`src/rtl/mobilenet_pkg.sv`:
```
// Shared definitions for the MobileNet convolution front end.
//   ADDR_W / DATA_W / NUM_TAP : RAM address width, pixel width, 3x3 tap count
//   fetch_state_t             : window_fetch controller states
//   tap_slice()               : extracts tap k from a packed NUM_TAP*DATA_W bus
package mobilenet_pkg;

    localparam int ADDR_W  = 12;
    localparam int DATA_W  = 10;
    localparam int NUM_TAP = 9;

    typedef enum logic [2:0] {
        ST_IDLE,
        ST_ISSUE,
        ST_WAIT,
        ST_OUT,
        ST_DONE
    } fetch_state_t;

    function automatic logic [DATA_W-1:0] tap_slice(
        input logic [NUM_TAP*DATA_W-1:0] bus,
        input int                        k
    );
        return bus[k*DATA_W +: DATA_W];
    endfunction

endpackage

```
`src/rtl/window_addr_calc.sv`:
```
// Combinational 3x3 window address generator.
//   row, col : output-position indices of the window
//   base     : RAM address of pixel (0,0)
//   addr     : nine 12-bit tap addresses, tap k at [12k+11:12k]
//   pad_mask : bit k set when tap k lies in the zero-padding border
// Padding taps are pointed at base so the RAM always sees a legal address.
module window_addr_calc
    import mobilenet_pkg::*;
#(
    parameter int IMG_W  = 8,
    parameter int IMG_H  = 8,
    parameter int STRIDE = 1,
    parameter int PAD    = 1
) (
    input  logic [ADDR_W-1:0]         row,
    input  logic [ADDR_W-1:0]         col,
    input  logic [ADDR_W-1:0]         base,
    output logic [NUM_TAP*ADDR_W-1:0] addr,
    output logic [NUM_TAP-1:0]        pad_mask
);

    localparam logic signed [13:0] STRIDE_S = 14'(STRIDE);
    localparam logic signed [13:0] PAD_S    = 14'(PAD);
    localparam logic signed [13:0] ROW_MAX  = 14'(IMG_H - 1);
    localparam logic signed [13:0] COL_MAX  = 14'(IMG_W - 1);
    localparam logic [ADDR_W-1:0]  WIDTH_A  = ADDR_W'(IMG_W);

    for (genvar k = 0; k < NUM_TAP; k++) begin : g_tap
        localparam logic signed [13:0] DR = 14'(k / 3);
        localparam logic signed [13:0] DC = 14'(k % 3);

        logic signed [13:0] r;
        logic signed [13:0] c;
        logic               pad;
        logic [ADDR_W-1:0]  lin;

        assign r   = $signed({2'b00, row}) * STRIDE_S + DR - PAD_S;
        assign c   = $signed({2'b00, col}) * STRIDE_S + DC - PAD_S;
        assign pad = (r < 14'sd0) || (r > ROW_MAX) || (c < 14'sd0) || (c > COL_MAX);
        // r and c are non-negative whenever lin is used; 12-bit wrap is intended.
        assign lin = base + r[ADDR_W-1:0] * WIDTH_A + c[ADDR_W-1:0];

        assign addr[k*ADDR_W +: ADDR_W] = pad ? base : lin;
        assign pad_mask[k]              = pad;
    end

endmodule

```
`src/rtl/window_fetch.sv`:
```
// Window fetch initiator for the 9-tap parallel RAM read port.
// Scans the feature map, requests each 3x3 window from the RAM, zeroes
// padding taps and hands the window to the MAC stage with valid/ready.
//   i_clk, i_reset       : clock, synchronous active-high reset
//   i_go, i_baseAddr     : scan start pulse and map base address
//   o_addrOut, o_start   : RAM request (9 packed addresses, 1-cycle pulse)
//   i_ready, i_data, i_valid : RAM idle flag and response
//   o_window, o_padMask, o_row, o_col, o_winValid, i_winReady : window out
//   o_busy, o_done       : scan status
//
// state    | meaning
// ST_IDLE  | waiting for i_go
// ST_ISSUE | waiting for RAM idle, then launch request
// ST_WAIT  | request outstanding, capture first i_valid
// ST_OUT   | window presented, waiting for consumer
// ST_DONE  | one-cycle completion pulse
module window_fetch
    import mobilenet_pkg::*;
#(
    parameter int IMG_W  = 8,
    parameter int IMG_H  = 8,
    parameter int STRIDE = 1,
    parameter int PAD    = 1
) (
    input  logic                          i_clk,
    input  logic                          i_reset,
    input  logic                          i_go,
    input  logic [ADDR_W-1:0]             i_baseAddr,
    output logic [NUM_TAP*ADDR_W:0]       o_addrOut,
    output logic                          o_start,
    input  logic                          i_ready,
    input  logic [NUM_TAP*DATA_W-1:0]     i_data,
    input  logic                          i_valid,
    output logic [NUM_TAP*DATA_W-1:0]     o_window,
    output logic [NUM_TAP-1:0]            o_padMask,
    output logic [ADDR_W-1:0]             o_row,
    output logic [ADDR_W-1:0]             o_col,
    output logic                          o_winValid,
    input  logic                          i_winReady,
    output logic                          o_busy,
    output logic                          o_done
);

    localparam int OUT_W = (IMG_W + 2 * PAD - 3) / STRIDE + 1;
    localparam int OUT_H = (IMG_H + 2 * PAD - 3) / STRIDE + 1;
    localparam logic [ADDR_W-1:0] LAST_COL = ADDR_W'(OUT_W - 1);
    localparam logic [ADDR_W-1:0] LAST_ROW = ADDR_W'(OUT_H - 1);

    fetch_state_t              state;
    fetch_state_t              state_n;
    logic [ADDR_W-1:0]         base_q;
    logic [ADDR_W-1:0]         row_q;
    logic [ADDR_W-1:0]         col_q;
    logic [NUM_TAP-1:0]        mask_q;
    logic [NUM_TAP-1:0]        calc_mask;
    logic [NUM_TAP*ADDR_W-1:0] calc_addr;
    logic [NUM_TAP*DATA_W-1:0] win_masked;
    logic                      last_pos;

    window_addr_calc #(
        .IMG_W  (IMG_W),
        .IMG_H  (IMG_H),
        .STRIDE (STRIDE),
        .PAD    (PAD)
    ) u_addr_calc (
        .row      (row_q),
        .col      (col_q),
        .base     (base_q),
        .addr     (calc_addr),
        .pad_mask (calc_mask)
    );

    assign last_pos = (row_q == LAST_ROW) && (col_q == LAST_COL);

    always_ff @(posedge i_clk) begin
        if (i_reset) begin
            state <= ST_IDLE;
        end else begin
            state <= state_n;
        end
    end

    always_comb begin
        state_n = state;
        case (state)
            ST_IDLE:  if (i_go)       state_n = ST_ISSUE;
            ST_ISSUE: if (i_ready)    state_n = ST_WAIT;
            ST_WAIT:  if (i_valid)    state_n = ST_OUT;
            ST_OUT:   if (i_winReady) state_n = last_pos ? ST_DONE : ST_ISSUE;
            ST_DONE:                  state_n = ST_IDLE;
            default:                  state_n = ST_IDLE;
        endcase
    end

    assign o_winValid = (state == ST_OUT);
    assign o_busy     = (state != ST_IDLE);
    assign o_done     = (state == ST_DONE);

    always_comb begin
        win_masked = '0;
        for (int k = 0; k < NUM_TAP; k++) begin
            win_masked[k*DATA_W +: DATA_W] = mask_q[k] ? '0 : tap_slice(i_data, k);
        end
    end

    always_ff @(posedge i_clk) begin
        if (i_reset) begin
            base_q    <= '0;
            row_q     <= '0;
            col_q     <= '0;
            mask_q    <= '0;
            o_addrOut <= '0;
            o_start   <= 1'b0;
            o_window  <= '0;
            o_padMask <= '0;
            o_row     <= '0;
            o_col     <= '0;
        end else begin
            o_start <= 1'b0;
            case (state)
                ST_IDLE: begin
                    if (i_go) begin
                        base_q <= i_baseAddr;
                        row_q  <= '0;
                        col_q  <= '0;
                    end
                end
                ST_ISSUE: begin
                    // Address bus is captured once and held until the next request.
                    if (i_ready) begin
                        o_start   <= 1'b1;
                        o_addrOut <= {1'b0, calc_addr};
                        mask_q    <= calc_mask;
                    end
                end
                ST_WAIT: begin
                    if (i_valid) begin
                        o_window  <= win_masked;
                        o_padMask <= mask_q;
                        o_row     <= row_q;
                        o_col     <= col_q;
                    end
                end
                ST_OUT: begin
                    if (i_winReady) begin
                        if (col_q == LAST_COL) begin
                            col_q <= '0;
                            row_q <= row_q + 12'd1;
                        end else begin
                            col_q <= col_q + 12'd1;
                        end
                    end
                end
                default: ;
            endcase
        end
    end

endmodule
```
`config.mk`:
```
export PLATFORM = sky130hd
export DESIGN_NAME = window_fetch
export DESIGN_NICKNAME = d
export VERILOG_FILES = /design/src/rtl/mobilenet_pkg.sv /design/src/rtl/window_addr_calc.sv /design/src/rtl/window_fetch.sv
export SDC_FILE = /design/constraint.sdc
export NUM_CORES = 1
export LEC_CHECK = 0
export BUFFER_PORTS_ARGS = -buffer_cell sky130_fd_sc_hd__buf_2
export CORE_MARGIN = 2
export CORE_UTILIZATION = 35
export CTS_BUF_LIST = sky130_fd_sc_hd__clkbuf_8
export DETAILED_ROUTE_END_ITERATION = 7
export HOLD_SLACK_MARGIN = 0.12
export PLACE_DENSITY = 0.67
export SYNTH_ARGS = -nofsm -noshare
export SYNTH_HDL_FRONTEND = slang
export SYNTH_SLANG_ARGS = --single-unit
```
`constraint.sdc`:
```
create_clock -name i_clk -period 5.3 [get_ports i_clk]
set_input_delay 0.795 -clock i_clk [delete_from_list [all_inputs] [get_ports i_clk]]
set_output_delay 0.795 -clock i_clk [all_outputs]
set_load 0.05 [all_outputs]
```
==> impl_metrics.py <==
metrics = {
    "critical_path": {
        "cp-end-kind": "flop",
        "reg2reg_depth": 18,
        "cp.depth": 18,
        "crit_start": "row_q[2]$_SDFFE_PP0P_",
        "start_kind": "flop",
        "critPathSlowestCell": "dfxtp_1",
        "crit_type": "flop to flop",
        "path_cells": "ha_1 -> buf_4 -> and3b_1 -> nor3_1 -> nand2b_1 -> ha_1 -> a21boi_0 -> o21a_1 -> o21ai_0 -> nor2b_1 -> xnor2_1 -> ha_1 -> or3_1 -> o21ai_0 -> a21oi_1 -> xnor3_1 -> nand2_1 -> a311oi_1",
        "cp_common_cell": "ha_1",
        "arrival_ns": 5.32,
        "cpLargestDelayFamily": "adder cells",
        "crit_required_ns": 5.83,
        "path_max_fanout": 17,
        "worst_path_largest_cell_delay_ns": 0.69,
        "r2r_start": "row_q[2]$_SDFFE_PP0P_",
        "path_buf_inv": 1,
    },
    "routing": {
        "drt_iter0_drc": 1407,
        "wl_per_cell_um": 20.89,
        "vias": 17060,
        "drc_errors": 0,
        "wirelength_um": 65250,
        "firstDrtPassIters": 6,
        "antenna_left": 0,
        "viasPerCell": 5.463,
    },
    "synth": {
        "yosys_warnings": 0,
        "synthMuxAreaShare": 0.04916,
        "synth-seq-cells": 280,
        "synth_area_leaders": "dfxtp_1 (32%), ha_1 (8.5%), a21oi_1 (7.1%), xnor2_1 (6.2%), nand2_1 (5.9%)",
        "avgSynthCellArea_um2": 8.045,
        "synth_edf_count": 0,
        "synth_ff_type": "dfxtp_1",
        "synth_top_family_by_area": "simple AND/OR/NAND/NOR gates",
        "ys_seq_area_frac": 0.3220,
        "synth_fa_ha_area_frac": 0.09170,
        "yosysTopAreaCell": "dfxtp_1",
        "synth_fp_nets": 2396,
        "synth-xor-area-share": 0.08638,
        "syn_inst": 2164,
        "syn_area_um2": 17410,
        "synth-compound-area-share": 0.1788,
        "synthSimpleGateAreaFrac": 0.2213,
        "async_flop_share": 0,
        "yosysUniqueCellTypes": 75,
        "synth_top_area_share": 0.3220,
    },
    "cts": {
        "clkSinkCount": 280,
        "hold_buffers": 0,
        "root_buffer": "clkbuf_8",
        "cts_tree": "yes",
        "clk_path_buf_depth": 3,
        "cts_resized": 0,
        "cts_buffers": 47,
        "htreeDepth": 2,
        "clkTransAtPathRegs_ns": 0.06,
        "cts_setup_buffers": 0,
        "clkLatencyLatePin_ns": 0.63,
    },
    "timing": {
        "rsz0062_at_grt": "false",
        "worst_pin_slew_ns": 1.180,
        "fin_crit_sh": 0.9042,
        "fin_crit_ns": 4.792,
        "timing.fmax_mhz": 208.7,
        "fin_ws_ns": 0.5079,
        "final-setup-viol-count": 0,
        "slew_viol_final": 0,
        "fin_tns_setup_ns": 0,
        "clock-skew-final_ns": 0.03188,
        "worst_slew_margin_rel": 0.2078,
        "whs_ns": 0.4020,
        "hold_viol": 0,
    },
    "global_routing": {
        "grt_max_degree": 201,
        "grt-ovfl-total": 0,
        "gr-usage-all-layers": 0.2417,
        "antenna_found_initial": 4,
        "grt_pass1_wl_um": 95360,
        "first_global_vias": 16046,
    },
    "layout": {
        "area_growth_pct": 17.43,
        "stdcell_count": 3123,
        "final_nets": 2662,
        "seq_area_um2": 5605,
        "final_cell_area_um2": 20440,
        "multiInputGateArea_um2": 10940,
        "drive_gt1_frac": 0.1942,
        "fill_cells": 5065,
    },
    "placed_design": {
        "placedCellCount": 3045,
        "dpl_worst_slack_ns": 0.5735,
        "placed_area_um2": 19570,
        "gp_congestion": 1.019,
        "hpwl_um": 48570,
        "port_buffers": 342,
    },
    "pwr": {
        "p_leak_nw": 8.630,
        "swShare": 0.3411,
        "ir_drop_mv": 0.1777,
        "p_per_area_nw_per_um2": 263.7,
        "combPwrFrac": 0.231,
        "power_switching_w": 0.001839,
        "internal-power_w": 0.003552,
        "pwr-share-clk": 0.346,
        "power_frac_seq": 0.422,
    },
    "floorplan": {
        "start_util": 0.3549,
        "die_h_um": 227.0,
        "fp.dieArea_um2": 51540,
        "ios": 344,
        "rows": 81,
        "dieWidth_um": 227.0,
        "coreArea_um2": 49050,
    },
    "min_path": {
        "whs_path_depth": 3,
        "hp-class": "input pin to flop",
        "min_from": "i_baseAddr[9]",
    },
    "run": {
        "drv_cap": 0,
    },
    "status": {
        "outcome": "finished clean",
    },
}
## cell families after synthesis
family,count (synthesis)
AOI/OAI and AO/OA,509
muxes,85
other,1
xor gates and xnor gates,167
adders and majority gates,124
DFF,280
buffers and inverters,213
and+or+nand+nor,785
## Yosys cell counts, drive strengths merged, types with 5 or more instances
library cell	number
fa	6
a31oi	7
nor3	59
a211oi	94
mux2i	81
a21boi	5
a21oi	247
xor2	41
and3	6
nor4	6
nor2b	20
nand3b	97
nand2b	11
o211ai	16
nand2	273
ha	118
o21ai	60
a31o	7
nor2	198
nand4	17
a311oi	9
xnor2	123
clkbuf	119
or2	12
o21bai	7
o21a	7
dfxtp	280
a2111oi	6
nor3b	6
nand3	39
inv	58
or3	18
a21o	20
buf	36
and2	12
## flip-flops by register name, indices dropped and copies added, names as in the netlist, 12 cells and up
register	flops
col_q	12
o_row	12
row_q	12
o_window	90
base_q	12
o_addrOut	108
o_col	12
## cell usage in the layout, fill, tap and decap left out, types with 16 or more instances in the layout
| master | count |
|---|---|
| buf_4 | 28 |
| a211oi_1 | 93 |
| inv_1 | 72 |
| mux2i_1 | 81 |
| nand2_1 | 272 |
| clkbuf_8 | 53 |
| xor2_1 | 41 |
| nor2b_1 | 19 |
| ha_1 | 118 |
| nor2_1 | 193 |
| o211ai_1 | 16 |
| dfxtp_1 | 280 |
| o21ai_0 | 58 |
| nand3b_1 | 97 |
| nand4_1 | 17 |
| buf_2 | 341 |
| or3_1 | 17 |
| nor3_1 | 56 |
| a21oi_1 | 246 |
| nand3_1 | 36 |
| xnor2_1 | 123 |
| a21o_1 | 20 |
## per-stage QoR
| step | power (W) | util |
|---|---|---|
| final | 0.005391 | 0.4168 |
| after global routing | 0.005626 | 0.4167 |
| after CTS | 0.005434 | 0.4166 |
| after detailed placement | 0.003552 | 0.3989 |
| after global placement | 0.003533 | 0.3989 |
| after floorplan | 0.003177 | - |
## worst reg2reg max path, cell delays in order, from the launching register on
cell and delay, ns:
dfxtp_1 0.69, ha_1 0.51, buf_4 0.25, and3b_1 0.18
nor3_1 0.06, nand2b_1 0.14, ha_1 0.33, a21boi_0 0.31
o21a_1 0.17, o21ai_0 0.10, nor2b_1 0.16, xnor2_1 0.41
ha_1 0.35, or3_1 0.31, o21ai_0 0.08, a21oi_1 0.08
xnor3_1 0.20, nand2_1 0.06, a311oi_1 0.29
## layout make-up
cell class              count  share of cell area
clock inverters            23            0.007466
inverters                  58             0.01065
well taps                 664             0.04064
multi-input cells        1671              0.5353
flip-flops and latches    280              0.2742
diodes                      3           0.0003672
repair buffers            372             0.09639
clock buffers              52             0.03501
## path summary, 6_finish.rpt
kind | to | slack, ns
max | o_addrOut[95]$_SDFFE_PP0P_ | 0.51
min | base_q[9]$_SDFFE_PP0P_ | 0.40
max reg2reg | o_addrOut[95]$_SDFFE_PP0P_ | 0.51
min reg2reg | o_window[86]$_SDFFE_PP0P_ | 0.45
## power groups by stage
| stage | Clock, W | Combinational [W] | Sequential (W) |
|---|---|---|---|
| 6_report | 0.00187 | 0.00125 | 0.00228 |
| 5_1_grt | 0.00201 | 0.00134 | 0.00228 |
| 4_1_cts | 0.00192 | 0.00124 | 0.00228 |
| 3_5_place_dp | 0 | 0.00123 | 0.00232 |
| 3_3_place_gp | 0 | 0.00122 | 0.00232 |
| 2_1_floorplan | 0 | 0.000687 | 0.00249 |
## metal layers
metal,track usage,share of wire,up-vias
met5,0,0.00025,-
met4,0.1046,0.042,2
met3,0.04685,0.077,171
met2,0.3978,0.46,677
met1,0.3081,0.42,8099
li1,-,-,8111
Power figures use the tool's default switching activity.
